File: config.mk
export PLATFORM = sky130hd
export DESIGN_NAME = uart_txq
export DESIGN_NICKNAME = d
export VERILOG_FILES = /design/src/rtl/uart_txq_pkg.sv /design/src/rtl/uart_txq_fifo.sv /design/src/rtl/uart_txq.sv
export SDC_FILE = /design/constraint.sdc
export NUM_CORES = 1
export LEC_CHECK = 0
export ABC_AREA = 0
export CORE_MARGIN = 10
export CORE_UTILIZATION = 55
export CTS_BUF_LIST = sky130_fd_sc_hd__clkbuf_4 sky130_fd_sc_hd__clkbuf_8
export CTS_CLUSTER_DIAMETER = 50
export DETAILED_ROUTE_END_ITERATION = 8
export PLACE_DENSITY = 0.8
export SLEW_MARGIN = 40
export SYNTH_ARGS = -nofsm -noshare
export SYNTH_HDL_FRONTEND = slang
export SYNTH_SLANG_ARGS = --single-unit
File: constraint.sdc
create_clock -name clk_i -period 4.2 [get_ports clk_i]
set_clock_uncertainty 0.1 [all_clocks]
set_input_delay 0.42 -clock clk_i [delete_from_list [all_inputs] [get_ports clk_i]]
set_output_delay 0.42 -clock clk_i [all_outputs]
set_load 0.05 [all_outputs]
File: src/rtl/uart_txq_pkg.sv
// uart_txq_pkg: register map, STATUS layout and FSM encodings shared by uart_txq.
// The S_PARITY encoding exists only when UART_TX_PARITY_EN is defined.
package uart_txq_pkg;

    localparam int ADR_WIDTH = 32;
    localparam int DAT_WIDTH = 32;

    localparam int   REG_SEL_BIT = 3;
    localparam logic REG_DATA    = 1'b0;
    localparam logic REG_STATUS  = 1'b1;

    localparam int ST_EMPTY   = 0;
    localparam int ST_FULL    = 1;
    localparam int ST_BUSY    = 2;
    localparam int ST_LVL_LSB = 8;
    localparam int ST_LVL_W   = 8;

    typedef enum logic [2:0] {
        S_IDLE   = 3'd0,
        S_START  = 3'd1,
        S_DATA   = 3'd2,
        S_STOP   = 3'd3
`ifdef UART_TX_PARITY_EN
        , S_PARITY = 3'd4
`endif
    } tx_state_e;

endpackage

File: src/rtl/uart_txq_fifo.sv
// uart_fifo: synchronous FIFO with push/pop, full/empty flags and an occupancy count.
// Pointers wrap modulo DEPTH (power of two); the level counter carries one extra bit.
module uart_fifo #(
    parameter int WIDTH = 8,
    parameter int DEPTH = 16
) (
    input  logic                     clk_i,
    input  logic                     rst_i,
    input  logic                     push_i,
    input  logic                     pop_i,
    input  logic [WIDTH-1:0]         wdata_i,
    output logic [WIDTH-1:0]         rdata_o,
    output logic                     full_o,
    output logic                     empty_o,
    output logic [$clog2(DEPTH):0]   level_o
);
    localparam int AW = $clog2(DEPTH);
    localparam int LW = AW + 1;

    logic [WIDTH-1:0] mem_q [DEPTH];
    logic [AW-1:0]    wr_ptr_q, rd_ptr_q;
    logic [LW-1:0]    level_q;
    logic             do_push, do_pop;

    assign full_o  = (level_q == LW'(DEPTH));
    assign empty_o = (level_q == '0);
    assign level_o = level_q;
    assign rdata_o = mem_q[rd_ptr_q];

    // Fullness is taken before any coincident pop, so a push while full is dropped.
    assign do_push = push_i && !full_o;
    assign do_pop  = pop_i && !empty_o;

    always_ff @(posedge clk_i or posedge rst_i) begin
        if (rst_i) begin
            wr_ptr_q <= '0;
            rd_ptr_q <= '0;
            level_q  <= '0;
        end else begin
            if (do_push) wr_ptr_q <= wr_ptr_q + 1'b1;
            if (do_pop)  rd_ptr_q <= rd_ptr_q + 1'b1;
            if (do_push && !do_pop)      level_q <= level_q + 1'b1;
            else if (do_pop && !do_push) level_q <= level_q - 1'b1;
        end
    end

    always_ff @(posedge clk_i) begin
        if (do_push) mem_q[wr_ptr_q] <= wdata_i;
    end

endmodule

File: src/rtl/uart_txq.sv
// uart_txq: Wishbone-slave UART transmitter with TX FIFO, baud-tick timing and STATUS register.
// Define UART_TX_PARITY_EN to append a parity bit (polarity PARITY_ODD) to every frame.
module uart_txq
    import uart_txq_pkg::*;
#(
    parameter int CLK_HZ     = 100_000_000,
    parameter int BAUD       = 115_200,
    parameter int DATA_BITS  = 8,
    parameter int STOP_BITS  = 1,
    parameter int FIFO_DEPTH = 16,
    parameter int PARITY_ODD = 0
) (
    input  logic                 clk_i,
    input  logic                 rst_i,
    input  logic [ADR_WIDTH-1:0] uart_adr_i,
    input  logic [DAT_WIDTH-1:0] uart_dat_i,
    output logic [DAT_WIDTH-1:0] uart_dat_o,
    input  logic                 uart_we_i,
    input  logic                 uart_stb_i,
    output logic                 uart_ack_o,
    output logic                 uart_err_o,
    output logic                 uart_tx
);
    localparam int DIV    = (CLK_HZ + BAUD / 2) / BAUD;
    localparam int CNT_W  = $clog2(DIV);
    localparam int LVL_W  = $clog2(FIFO_DEPTH) + 1;
    localparam int BITN_W = 3;

    // ---------------- FIFO ----------------
    logic                 fifo_push, fifo_pop, fifo_full, fifo_empty;
    logic [DATA_BITS-1:0] fifo_rdata;
    logic [LVL_W-1:0]     fifo_level;

    uart_fifo #(
        .WIDTH (DATA_BITS),
        .DEPTH (FIFO_DEPTH)
    ) u_fifo (
        .clk_i   (clk_i),
        .rst_i   (rst_i),
        .push_i  (fifo_push),
        .pop_i   (fifo_pop),
        .wdata_i (uart_dat_i[DATA_BITS-1:0]),
        .rdata_o (fifo_rdata),
        .full_o  (fifo_full),
        .empty_o (fifo_empty),
        .level_o (fifo_level)
    );

    // ---------------- Bus slave ----------------
    tx_state_e            state_q, state_d;
    logic                 ack_q, err_q;
    logic [DAT_WIDTH-1:0] dat_q, status;
    logic                 req_new, sel_data, wr_ok, rd_ok;

    always_comb begin
        status                            = '0;
        status[ST_EMPTY]                  = fifo_empty;
        status[ST_FULL]                   = fifo_full;
        status[ST_BUSY]                   = (state_q != S_IDLE);
        status[ST_LVL_LSB +: ST_LVL_W]    = ST_LVL_W'(fifo_level);
    end

    // A request is new only on its first strobed cycle; the response cycle blocks re-entry.
    assign req_new   = uart_stb_i && !ack_q && !err_q;
    assign sel_data  = (uart_adr_i[REG_SEL_BIT] == REG_DATA);
    assign wr_ok     = req_new && uart_we_i && sel_data && !fifo_full;
    assign rd_ok     = req_new && !uart_we_i && (uart_adr_i[REG_SEL_BIT] == REG_STATUS);
    assign fifo_push = wr_ok;

    always_ff @(posedge clk_i or posedge rst_i) begin
        if (rst_i) begin
            ack_q <= 1'b0;
            err_q <= 1'b0;
            dat_q <= '0;
        end else begin
            ack_q <= wr_ok || rd_ok;
            err_q <= req_new && !(wr_ok || rd_ok);
            if (rd_ok)        dat_q <= status;
            else if (req_new) dat_q <= '0;
        end
    end

    assign uart_ack_o = ack_q && uart_stb_i;
    assign uart_err_o = err_q && uart_stb_i;
    assign uart_dat_o = dat_q;

    // ---------------- Baud counter, FSM, shifter ----------------
    logic [CNT_W-1:0]     cnt_q, cnt_d;
    logic [BITN_W-1:0]    bitn_q, bitn_d;
    logic [DATA_BITS-1:0] shift_q, shift_d;
    logic                 tx_q, tx_d;
    logic                 baud_tick;
`ifdef UART_TX_PARITY_EN
    logic                 par_q, par_d;
`endif

    assign baud_tick = (cnt_q == CNT_W'(DIV - 1));

    always_comb begin
        state_d  = state_q;
        cnt_d    = '0;
        bitn_d   = bitn_q;
        shift_d  = shift_q;
        fifo_pop = 1'b0;
`ifdef UART_TX_PARITY_EN
        par_d    = par_q;
`endif
        if (state_q != S_IDLE) cnt_d = baud_tick ? '0 : cnt_q + 1'b1;

        case (state_q)
            S_IDLE: begin
                if (!fifo_empty) begin
                    fifo_pop = 1'b1;
                    state_d  = S_START;
                end
            end
            S_START: begin
                if (baud_tick) begin
                    state_d = S_DATA;
                    bitn_d  = '0;
                end
            end
            S_DATA: begin
                if (baud_tick) begin
                    shift_d = shift_q >> 1;
                    if (bitn_q == BITN_W'(DATA_BITS - 1)) begin
                        bitn_d  = '0;
`ifdef UART_TX_PARITY_EN
                        state_d = S_PARITY;
`else
                        state_d = S_STOP;
`endif
                    end else begin
                        bitn_d = bitn_q + 1'b1;
                    end
                end
            end
`ifdef UART_TX_PARITY_EN
            S_PARITY: begin
                if (baud_tick) begin
                    state_d = S_STOP;
                    bitn_d  = '0;
                end
            end
`endif
            S_STOP: begin
                if (baud_tick) begin
                    if (bitn_q == BITN_W'(STOP_BITS - 1)) begin
                        // Chain straight into the next start bit when more data is queued.
                        if (!fifo_empty) begin
                            fifo_pop = 1'b1;
                            state_d  = S_START;
                        end else begin
                            state_d  = S_IDLE;
                        end
                    end else begin
                        bitn_d = bitn_q + 1'b1;
                    end
                end
            end
            default: state_d = S_IDLE;
        endcase

        if (fifo_pop) begin
            shift_d = fifo_rdata;
`ifdef UART_TX_PARITY_EN
            par_d   = (^fifo_rdata) ^ 1'(PARITY_ODD);
`endif
        end

        if (state_d != state_q) cnt_d = '0;

        // Line level follows the next state so uart_tx stays a plain register output.
        case (state_d)
            S_START:  tx_d = 1'b0;
            S_DATA:   tx_d = shift_d[0];
`ifdef UART_TX_PARITY_EN
            S_PARITY: tx_d = par_q;
`endif
            default:  tx_d = 1'b1;
        endcase
    end

    always_ff @(posedge clk_i or posedge rst_i) begin
        if (rst_i) begin
            state_q <= S_IDLE;
            cnt_q   <= '0;
            bitn_q  <= '0;
            shift_q <= '0;
            tx_q    <= 1'b1;
`ifdef UART_TX_PARITY_EN
            par_q   <= 1'b0;
`endif
        end else begin
            state_q <= state_d;
            cnt_q   <= cnt_d;
            bitn_q  <= bitn_d;
            shift_q <= shift_d;
            tx_q    <= tx_d;
`ifdef UART_TX_PARITY_EN
            par_q   <= par_d;
`endif
        end
    end

    assign uart_tx = tx_q;

    logic unused_ok;
`ifdef UART_TX_PARITY_EN
    assign unused_ok = ^{uart_adr_i, uart_dat_i, fifo_level};
`else
    assign unused_ok = ^{uart_adr_i, uart_dat_i, fifo_level, 1'(PARITY_ODD)};
`endif

endmodule

Yosys cells after proc, flatten, opt, wreduce, memory -nomap -nowiden

Memories as Yosys holds them, arrays and structs flattened.
Cells that the tools add are included.

Bits in registers: 72
Memory bits (writable): 128
Input port bits: 68
Output and inout port bits: 35
Memories kept: 1

Memory list:

| name         | words | width | read ports | clocked after memory_dff | wr ports | line                | text |
|---|---|---|---|---|---|---|---|
| u_fifo.mem_q | 16    | 8     | 1          | 0                        | 1        | uart_txq_fifo.sv:20 | `logic [WIDTH-1:0] mem_q [DEPTH];` |

Add/subtract/negate cells: 6
Eq/ne operators: 13
Muxes and demuxes: 31
Bitwise operators: 1
Reduce and logical (&&, ||, !) cells: 34

Operators with widths:

| kind                    | count |
|---|---|
| $mux W32                | 2 |
| $mux W3                 | 11 |
| $mux W10                | 3 |
| $mux W8                 | 3 |
| $logic_and A1 B1 Y1     | 14 |
| $pmux W3 S4             | 1 |
| $add A10 B1 Y10 const B | 1 |
| $eq A10 B10 Y1 const B  | 1 |
| $mux W5                 | 2 |
| $eq A3 B2 Y1 const B    | 3 |
| $pmux W3 S3             | 1 |
| $add A4 B1 Y4 const B   | 2 |
| $logic_not A1 Y1        | 8 |
| $ne A2 B2 Y1 const B    | 4 |
| $reduce_bool A2 Y1      | 4 |
| $eq A3 B1 Y1 const B    | 2 |
| $logic_not A3 Y1        | 2 |
| $mux W1                 | 6 |
| $reduce_bool A3 Y1      | 2 |
| $add A5 B1 Y5 const B   | 1 |
| $eq A5 B5 Y1 const B    | 1 |
| $logic_not A5 Y1        | 1 |
| $reduce_and A5 Y1       | 1 |
| $sub A5 B1 Y5 const B   | 1 |
| 7 further kinds         | 8 |

Logic depth before layout (Yosys ltp)

Gate-level depths: netlist (run 1).

Depth after elaboration: 11
Mapped depth: 14
Mapped depth without buffers: 13

Hierarchy

A second synthesis (run 1) with hierarchy kept.

Cells, all modules: 518
Area, all modules: 7,669.9 um2

Modules (own cells, without submodules):

| module    | instances | cells an instance | area an instance (um2) | sequential area each (um2) |
|---|---|---|---|---|
| uart_fifo | 1         | 323               | 5,774.3                | 4,169.0 |
| uart_txq  | 1         | 195               | 1,895.6                | 877.1 |

Least setup slack after synthesis (run 1)

Ideal clock, no wire load.

Path kind: reg-to-reg
Start point: register cnt_q[0]
End point: register u_fifo.level_q[4] (netlist: u_fifo.level_o[4])
Library setup time: 0.079 ns
Data arrival time: 3.181 ns
Required time: 4.021 ns
Slack: 0.840 ns
Cell stages (with the launch flop): 15
Buffers on the path: 1
Cells stage by stage: dfrtp_1 ha_1 or3b_4 nor4_4 o2111a_1 inv_2 buf_6 ha_1 inv_1 ha_1 nor2b_1 o21a_1 or3_1 a21oi_1 xor2_1

Cells in the longest elaborated chain, start to end: 7
Elaborated cells between the ends (all ways): 9
Classes of those cells: 1 x eq/ne; 3 x mux; 5 x reduce/logical

RTL lines:

| item                                          | line                | text |
|---|---|---|
| start, declared                               | uart_txq.sv:88      | `logic [CNT_W-1:0] cnt_q, cnt_d;` |
| start signal, assigned                        | uart_txq.sv:196     | `cnt_q <= cnt_d;` |
| $eq A10 B10 Y1 (*)                            | uart_txq.sv:97      | `assign baud_tick = (cnt_q == CNT_W'(DIV - 1));` |
| $mux W1 (*)                                   | uart_txq.sv:147     | `if (baud_tick) begin` |
| $pmux W1 S2 (*)                               | uart_txq.sv:110     | `case (state_q)` |
| $logic_and A1 B1 Y1 (*)                       | uart_txq_fifo.sv:32 | `assign do_pop = pop_i && !empty_o;` |
| $logic_not A1 Y1                              | uart_txq_fifo.sv:42 | `if (do_push && !do_pop) level_q <= level_q + 1'b1;` |
| $logic_and A1 B1 Y1                           | uart_txq_fifo.sv:42 |  |
| $mux W5 or $reduce_bool A2 Y1 (tied branches) | -                   |  |
| end signal, assigned                          | uart_txq_fifo.sv:42 |  |
| end signal, assigned                          | uart_txq_fifo.sv:43 | `else if (do_pop && !do_push) level_q <= level_q - 1'b1;` |
| end, declared                                 | uart_txq_fifo.sv:22 | `logic [LW-1:0] level_q;` |

Every way passes the cells marked *; elsewhere a longest branch is shown, timed or not.
A chain may end at the register's enable or synchronous reset.

Worst setup path in the final report (run 1)

Same ends and word-level chain as after synthesis.

==> results by group, run 1 <==
Timing
  • Setup TNS: 0 ns
  • Final period util: 0.866
  • Highest clock rate: between 0.2 and 0.3 GHz
  • Tightest Pin Transition: slightly below 0.9 ns
  • RSZ-0062 raised after global routing: false
  • Final hold violations: 0
  • Pins Over Slew Limit: 0
  • Slew Limit Headroom: 0.424
  • Fin crit period: ~3.6 ns
  • Final setup violation count: 0
  • Min Hold Slack: roughly 0.29 ns

Finish
  • Area Growth Syn to Fin: 8.81%
  • Share of cells above drive strength 1: 0.154
  • N_diodes: 0
  • Commonest cells after routing, fill and taps aside: edfxtp_1, dfrtp_1, mux4_2
  • Most common cell after layout, fill and taps aside: edfxtp_1
  • Fin util: 0.613
  • Final nets: 577

Routing
  • Vias post-DR: roughly 3,900
  • Routed WL per cell: 19.5 um
  • Final WL: about 13 mm
  • Post-DRT Antenna Nets: 0
  • Vias/cell: around 5.6
  • DR iter-0 viols: about 320
  • DRC errors left: 0
  • DR pass1 iterations: 5

Clocking
  • CTS tree: yes
  • Clock Sinks: around 180
  • Maximum buffer depth of the clock tree: 2
  • Skew-Pair Late Insertion Delay: 0.46 ns
  • Cts bufs inserted: 17
  • Post-CTS Resized: 0
  • Hold Buf Count CTS: 0
  • Clock root cell: clkbuf_8
  • Clk slew on worst S/H paths: roughly 0.090 ns
  • Post-CTS setup buffer count: 0
  • Htree depth: 4

Critical path
  • RR Endpoint: u_fifo.level_o[4]
  • Register-to-Register Path Depth: 13
  • CP endpoint kind: flip-flop
  • CP Max Fanout: 12
  • FF-to-FF setup slack: roughly 0.56 ns
  • Reg2reg start: cnt_q[0]
  • Worst Path Required: ~4.5 ns
  • Crit path kind: reg -> reg
  • Crit start category: flip-flop
  • Worst Path Arrival: ~4 ns

Synth
  • Ys Warns: 0
  • Async S/R FF share, synth: 0.273
  • Syn_area_per_cell: between 15 and 20 um^2
  • Post-synth EDFFs: between 100 and 150
  • Cell variety after synth: 50
  • Sequential area share after synthesis: 0.674
  • Netlist Area Pre-Place: about 7500 um^2
  • Primary FF master, synth: edfxtp_1
  • Yosys reg bits: 176
  • Cell count after synthesis: between 400 and 500

Floorplanning
  • Die area: between 15,000 and 20,000 um^2
  • Starting Density: 0.563
  • Die X: 137 um
  • Core Area: between 10,000 and 15,000 um^2
  • Die height: 137 um
  • # rows: 42
  • Io pins: between 100 and 150

Power and ir drop
  • Leak Pwr: 2.92 nW
  • Pwr Total: about 4.5 mW
  • Pwr/cell area: 557 nW/um^2
  • Max VDD drop: 0.326 mV

Global route
  • First-pass GRT wire length: roughly 21 mm
  • Pin count of the biggest net entering global routing: 49
  • Initial antenna violation count: 0
  • Vias in the first global route: between 3,000 and 4,000
  • GRT Resource Usage Total: 0.153
  • Aggregate global routing overflow: 0

Hold path
  • Min-delay worst type: in -> async

Run status
  • Status: finished, final reports clean

Run
  • Max-cap viol count: 0

Placement
  • Final HPWL DP: approximately 9 mm
  • GP Congestion: between 0.7 and 0.8
  • I/O Buffers: 23
## cells in the mapped netlist, types with 2 or more instances
cell | instances | area [um^2]
a21oi_1 | 11 | 55.1
a22oi_1 | 16 | 120
a31oi_1 | 2 | 12.5
and2_1 | 16 | 100
and3_1 | 11 | 68.8
buf_2 | 5 | 25.0
buf_4 | 25 | 188
clkbuf_1 | 11 | 41.3
dfrtp_1 | 47 | 1180
edfxtp_1 | 128 | 3840
ha_1 | 14 | 175
inv_1 | 16 | 60.1
inv_2 | 2 | 7.51
mux2i_1 | 10 | 100
mux4_2 | 32 | 721
nand2_1 | 26 | 97.6
nand2b_1 | 3 | 18.8
nand3_1 | 8 | 40.0
nand4_1 | 3 | 18.8
nor2_1 | 19 | 71.3
nor2b_1 | 4 | 25.0
o21ai_0 | 10 | 50.1
o31ai_1 | 5 | 37.5
or3_1 | 2 | 12.5
xnor2_1 | 11 | 96.3
xor2_1 | 7 | 61.3
## routing by layer
layer	vias to the layer above	GRT usage	routed length (um)
met1	1935	0.190	5230
li1	1767	-	-
met3	20	0.0330	937
met4	0	0.0704	336
met2	134	0.251	6850
met5	-	0	0
## cell families after synthesis
logic type / synth area share
AOI/OAI and AO/OA: 0.0475
xor gates and xnor gates: 0.0211
adders and majority gates: 0.0261
buffers and inverters: 0.0450
DFF: 0.674
muxes: 0.111
other: 0.000501
and+or+nand+nor: 0.0749
## worst max-delay path by stage
stage / from / end
floorplan: cnt_q[0] / u_fifo.level_o[4]
finish: cnt_q[0] / u_fifo.level_o[4]
global route: cnt_q[0] / u_fifo.level_o[4]
detailed placement: cnt_q[0] / u_fifo.level_o[4]
global placement: cnt_q[0] / u_fifo.level_o[4]
CTS: cnt_q[0] / u_fifo.level_o[4]
## worst max-delay path: stages (launching register included)
cell      delay, ns
dfrtp_1        0.40
ha_1           0.21
or3b_4         0.40
nor4_4         0.16
o2111a_1       0.48
inv_2          0.20
ha_1           0.30
inv_1          0.13
ha_1           0.25
nor2b_1        0.13
o21a_1         0.17
or3_1          0.30
a21oi_1        0.17
xor2_1         0.15
## cell type report
type	instances	area, um^2
inverters	18	70.1
fillers	971	5150
clock buffers	17	234
repair buffers	26	253
clock inverters	15	124
flip-flops and latches	176	5050
well taps	176	220
multi-input cells	255	2190
## sequential cells by signal (all words and copies together), names as in the netlist, 4 cells and up
name             flops
u_fifo.rd_ptr_q      4
uart_dat_o           8
u_fifo.wr_ptr_q      4
u_fifo.level_o       5
shift_q              8
cnt_q               10
u_fifo.mem_q       128
## through the flow
| stage | std cells | worst slack [ns] | instance area [um^2] |
|---|---|---|---|
| after floorplan | 492 | 0.840 | 7580 |
| after global placement | 651 | 0.659 | 7780 |
| after detailed placement | 651 | 0.537 | 7790 |
| after CTS | 683 | 0.510 | 8140 |
| after global routing | 683 | 0.272 | 8150 |
| final | 683 | 0.564 | 8150 |
## report_power, final
group          internal [mW]  switching (mW)
clock                  0.426           0.632
combinational          0.577           0.631
sequential              2.02           0.251
total                   3.03            1.51
Power figures use the tool's default switching activity.
==> run 2, diff against run 1 <==
--- a/config.mk
+++ b/config.mk
@@ -7,11 +7,11 @@
 export LEC_CHECK = 0
 export ABC_AREA = 0
 export CORE_MARGIN = 10
-export CORE_UTILIZATION = 55
+export CORE_UTILIZATION = 51
 export CTS_BUF_LIST = sky130_fd_sc_hd__clkbuf_4 sky130_fd_sc_hd__clkbuf_8
 export CTS_CLUSTER_DIAMETER = 50
 export DETAILED_ROUTE_END_ITERATION = 8
-export PLACE_DENSITY = 0.8
+export PLACE_DENSITY = 0.78
 export SLEW_MARGIN = 40
 export SYNTH_ARGS = -nofsm -noshare
 export SYNTH_HDL_FRONTEND = slang
==> constraint.sdc (replaced) <==
create_clock -name clk_i -period 3.2 [get_ports clk_i]
set_clock_uncertainty 0.1 [all_clocks]
set_input_delay 0.32 -clock clk_i [delete_from_list [all_inputs] [get_ports clk_i]]
set_output_delay 0.32 -clock clk_i [all_outputs]
set_load 0.05 [all_outputs]
==> results by group, run 2 (synthesized netlist as in run 1, its figures left out) <==
Finish
  • Share of cells above drive strength 1: 0.180
  • Fin util: 0.572
  • Biggest register: u_fifo.mem_q
  • Commonest cells after routing, fill and taps aside: edfxtp_1, dfrtp_1, mux4_2
  • Number of flip-flops in the largest register: roughly 130
  • Fin area: between 8000 and 9000 um^2
  • Final nets: around 590
  • Largest regs: u_fifo.mem_q x128, cnt_q x10
  • N_diodes: 0
  • Most common cell after layout, fill and taps aside: edfxtp_1
  • Area Growth Syn to Fin: 10.6%
  • Layout Cells excl Fill: approximately 700

Clocking
  • Maximum buffer depth of the clock tree: 2
  • CTS tree: yes
  • Clock root cell: clkbuf_8
  • Hold Buf Count CTS: 0
  • Clk slew on worst S/H paths: around 0.090 ns
  • Htree depth: 4
  • Clock Sinks: ~180
  • Cts bufs inserted: 17
  • Skew-Pair Late Insertion Delay: roughly 0.46 ns

Global route
  • Aggregate global routing overflow: 0
  • Initial antenna violation count: 0
  • Pin count of the biggest net entering global routing: 49
  • GRT Resource Usage Total: 0.141
  • Vias in the first global route: 4,108
  • First-pass GRT wire length: between 20 and 25 mm

Routing
  • Vias/cell: 5.55
  • DR iter-0 viols: roughly 340
  • DRC errors left: 0
  • Vias post-DR: a little under 4,000
  • Post-DRT Antenna Nets: 0
  • DR pass1 iterations: 4
  • Final WL: 13.5 mm
  • Routed WL per cell: 19.2 um

Placement
  • GP Congestion: slightly below 0.8
  • I/O Buffers: 23
  • Dpl cells: around 670
  • Final HPWL DP: between 9 and 10 mm
  • Dpl ws: 0.0330 ns
  • Placed Area: ~7900 um^2

Timing
  • Slew Limit Headroom: 0.518
  • Pins Over Slew Limit: 0
  • Final hold violations: 0
  • Tightest Pin Transition: around 0.7 ns
  • Final period util: 0.956
  • Final worst slack: 0.139 ns
  • Setup TNS: 0 ns
  • Final setup violation count: 0
  • Highest clock rate: 0.327 GHz
  • Min Hold Slack: roughly 0.18 ns
  • Fin crit period: just over 3 ns

Critical path
  • Crit start category: flip-flop
  • FF-to-FF setup slack: 0.14 ns
  • Crit path kind: reg -> reg
  • Worst Path Required: 3.49 ns
  • CP Max Fanout: 4
  • RR Endpoint: u_fifo.level_o[4]
  • CP endpoint kind: flip-flop
  • Register-to-Register Path Depth: 13
  • Reg2reg start: cnt_q[0]
  • Worst Path Arrival: roughly 3.4 ns

Power and ir drop
  • Pwr Total: about 6.1 mW
  • Leak Pwr: 2.99 nW
  • Internal power consumption: 4.10 mW
  • Max VDD drop: ~0.64 mV
  • Flop pwr share: 0.476
  • Switching share of power: 0.323
  • Clock power frac: 0.233
  • Pwr/cell area: between 700 and 800 nW/um^2
  • Comb pwr share: 0.290
  • Net Switching: a little under 2 mW

Floorplanning
  • Die height: between 100 and 150 um
  • Io pins: 103
  • Core Area: 14,500 um^2
  • Die area: approximately 20,000 um^2
  • # rows: 44
  • Die X: 141 um
  • Starting Density: 0.517

Hold path
  • Min-delay worst type: in -> async

Run status
  • Status: finished, final reports clean

Run
  • Max-cap viol count: 0
==> run 2: cell count changes in the layout (fill, tap and decap cells not counted), moves of 2 or more <==
cell	previous run	this run
inv_6	6	4
ha_1	14	11
buf_4	3	13
clkinvlp_4	3	1
clkbuf_4	0	2
inv_8	2	0
ha_4	0	2
clkinv_2	1	3
==> run 2: final cells by class <==
type | instances | area (um^2)
tap | 184 | 230
clock buffer | 19 | 249
clock inverter | 12 | 110
fill | 1099 | 6200
multi-input combinational | 255 | 2230
inverter | 18 | 72.6
timing repair buffer | 37 | 348
sequential | 176 | 5050
==> run 2: worst max-delay path: stages, from the launching register on <==
cell and delay, ns:
dfrtp_1 0.37, ha_2 0.21, or3b_4 0.39, nor4_4 0.20, o2111a_1 0.26, inv_2 0.06, ha_4 0.18, inv_4 0.07
ha_4 0.19, nor2b_1 0.12, o21a_1 0.17, or3_1 0.36, a21oi_2 0.14, xor2_1 0.15
==> run 2: what timing repair did <==
action	CTS	global route
buffers inserted	0	2
resized for setup	0	0
setup endpoints to repair	0	1
==> run 2: routing by layer <==
layer  wire [um]  GRT usage  vias to the layer above  part of all wire
li1            -          -                     1786                 -
met1        5660      0.174                     1964              0.42
met2        6590      0.224                      119              0.49
met3         956     0.0440                       21             0.071
met4         255     0.0582                        0             0.019
met5           0          0                        -                 0
==> run 2: how the worst max path moves through the flow <==
| stage | start | endpoint | slack, ns | cells after the start |
|---|---|---|---|---|
| 6_report | cnt_q[0] | u_fifo.level_o[4] | 0.14 | 13 |
| 5_1_grt | cnt_q[0] | u_fifo.level_o[4] | -0.007 | 13 |
| 4_1_cts | cnt_q[1] | u_fifo.level_o[4] | 0.007 | 13 |
| 3_5_place_dp | cnt_q[1] | u_fifo.level_o[4] | 0.03 | 13 |
| 3_3_place_gp | cnt_q[1] | u_fifo.level_o[4] | 0.11 | 13 |
| 2_1_floorplan | cnt_q[0] | u_fifo.level_o[4] | -0.05 | 14 |
==> run 2: power groups by stage <==
stage               clock (mW)  sequential (mW)  combinational (mW)
detailed placement           0             2.94                1.76
global route              1.52             2.93                1.91
global placement             0             2.92                1.71
finish                    1.41             2.89                1.76
CTS                       1.45             2.89                1.76
floorplan                    0             2.89                1.35
==> run 3, diff against run 2 <==
--- a/config.mk
+++ b/config.mk
@@ -6,6 +6,8 @@
 export NUM_CORES = 1
 export LEC_CHECK = 0
 export ABC_AREA = 0
+export ABC_CLOCK_PERIOD_IN_PS = 3200
+export CORE_ASPECT_RATIO = 1.4
 export CORE_MARGIN = 10
 export CORE_UTILIZATION = 51
 export CTS_BUF_LIST = sky130_fd_sc_hd__clkbuf_4 sky130_fd_sc_hd__clkbuf_8
==> results by group, run 3 (synthesized netlist as in run 1, its figures left out) <==
Run status
  • Status: finished, final reports clean

Timing
  • Final period util: 0.954
  • Fin crit period: about 3.1 ns
  • Highest clock rate: ~0.33 GHz
  • Final setup violation count: 0
  • Pins Over Slew Limit: 0
  • Min Hold Slack: approximately 0.19 ns
  • Setup TNS: 0 ns
  • Slew Limit Headroom: 0.500
  • Final hold violations: 0
  • Tightest Pin Transition: between 0.7 and 0.8 ns

Finish
  • Largest regs: u_fifo.mem_q x128, cnt_q x10
  • Multi-input logic area: between 2000 and 2500 um^2
  • Most common cell after layout, fill and taps aside: edfxtp_1
  • Commonest cells after routing, fill and taps aside: edfxtp_1, dfrtp_1, mux4_2
  • Area Growth Syn to Fin: 11.5%
  • Share of cells above drive strength 1: 0.180
  • Biggest register: u_fifo.mem_q
  • Number of flip-flops in the largest register: approximately 130
  • N_diodes: 0
  • Final nets: about 590
  • # fillers: 1,073
  • Register Area: just over 5000 um^2

Run
  • Max-cap viol count: 0

Critical path
  • CP endpoint kind: flip-flop
  • Critical-path cell list: ha_2 > or3b_4 > nor4_4 > o2111a_1 > inv_2 > ha_4 > inv_4 > ha_4 > nor2b_1 > o21a_1 > or3_1 > a21oi_2 > xor2_1
  • Worst Path Required: 3.48 ns
  • Max incr delay on CP: ~0.40 ns
  • Worst Path Arrival: between 3 and 4 ns
  • CP Max Fanout: 4
  • Crit start category: flip-flop
  • Crit path kind: reg -> reg
  • Critical path's slowest cell: dfrtp_1
  • Most frequent cell on the critical path: ha_4

Global route
  • Pin count of the biggest net entering global routing: 49
  • Vias in the first global route: between 4,000 and 5,000
  • GR Layer Usage met2: 0.248
  • First-pass GRT wire length: about 21 mm
  • M1 GR Usage: 0.158
  • GRT Resource Usage Total: 0.140
  • Met3 Usage GRT: 0.0349
  • Aggregate global routing overflow: 0
  • Initial antenna violation count: 0
  • Gr busiest metal: met2

Floorplanning
  • Die height: 163 um
  • Die area: approximately 20,000 um^2
  • Core Area: ~14,000 um^2
  • Io pins: 103
  • # rows: 52
  • Starting Density: 0.518
  • Die X: between 100 and 150 um

Routing
  • DRC errors left: 0
  • Vias post-DR: 3,880
  • Post-DRT Antenna Nets: 0
  • DR pass1 iterations: 5
  • Routed WL per cell: 19.1 um
  • DR iter-0 viols: between 300 and 400
  • Vias/cell: approximately 5.5
  • Final WL: 13.5 mm

Clocking
  • Hold Buf Count CTS: 0
  • Cts bufs inserted: 17
  • CTS tree: yes
  • Htree depth: 4
  • Clk slew on worst S/H paths: 0.10 ns
  • Skew-Pair Late Insertion Delay: approximately 0.45 ns
  • Clock Sinks: 176
  • Post-CTS setup buffer count: 0
  • Post-CTS Resized: 0
  • Maximum buffer depth of the clock tree: 2
  • Clock root cell: clkbuf_8

Hold path
  • Min-delay worst type: in -> async

Power and ir drop
  • Max VDD drop: approximately 0.34 mV
  • Pwr/cell area: 743 nW/um^2
  • Leak Pwr: between 3 and 4 nW

Placement
  • Final HPWL DP: about 9 mm
  • I/O Buffers: 23
  • GP Congestion: approximately 0.77
[run 3: where the power goes]
group	switching [mW]	internal, mW	leakage, nW	total [mW]
Sequential	0.263	2.65	1.76	2.92
Clock	0.882	0.670	0.211	1.55
Combinational	0.917	0.823	1.04	1.74
[run 3: worst paths after layout]
check / start / to / slack (ns) / cells past startpoint
min: rst_i / uart_dat_o[12] / 0.19 / 2
min in group clk_i: uart_dat_o[2] / uart_dat_o[2] / 0.39 / 2
max reg2reg: cnt_q[0] / u_fifo.level_o[4] / 0.15 / 13
max: cnt_q[0] / u_fifo.level_o[4] / 0.15 / 13
max in group asynchronous: rst_i / u_fifo.rd_ptr_q[0] / 2.38 / 2
min reg2reg: uart_dat_o[2] / uart_dat_o[2] / 0.39 / 2
[run 3: critical path, delay by kind of cell, from the launching register on]
kind                       cells  cell delay (ns)
AOI/OAI and AO/OA              3             0.56
DFF                            1             0.40
and+or+nand+nor                4             1.07
buffers and inverters          2             0.14
xor gates and xnor gates       1             0.14
adders and majority gates      3             0.58
[run 3: layer usage]
| metal | part of all wire | vias to the layer above |
|---|---|---|
| met5 | 0 | - |
| met4 | 0.011 | 0 |
| met3 | 0.058 | 13 |
| met2 | 0.55 | 111 |
| met1 | 0.38 | 1966 |
| li1 | - | 1790 |
[run 3: final cells by class]
| class | count | share of cell area |
|---|---|---|
| clock buffer | 17 | 0.0280 |
| inverter | 18 | 0.00869 |
| tap | 189 | 0.0283 |
| sequential | 176 | 0.604 |
| multi-input combinational | 255 | 0.267 |
| clock inverter | 15 | 0.0219 |
| timing repair buffer | 36 | 0.0422 |
[run 3: per-stage QoR]
stage,instances,utilization,power [mW],cell area [um^2],worst slack (ns)
after floorplan,492,-,4.24,7610,-0.0548
after global placement,672,0.548,4.64,7920,0.100
after detailed placement,672,0.548,4.71,7920,0.0836
after CTS,704,0.577,6.26,8340,0.0653
after global routing,706,0.578,6.51,8350,-0.00506
final,706,0.578,6.21,8350,0.148
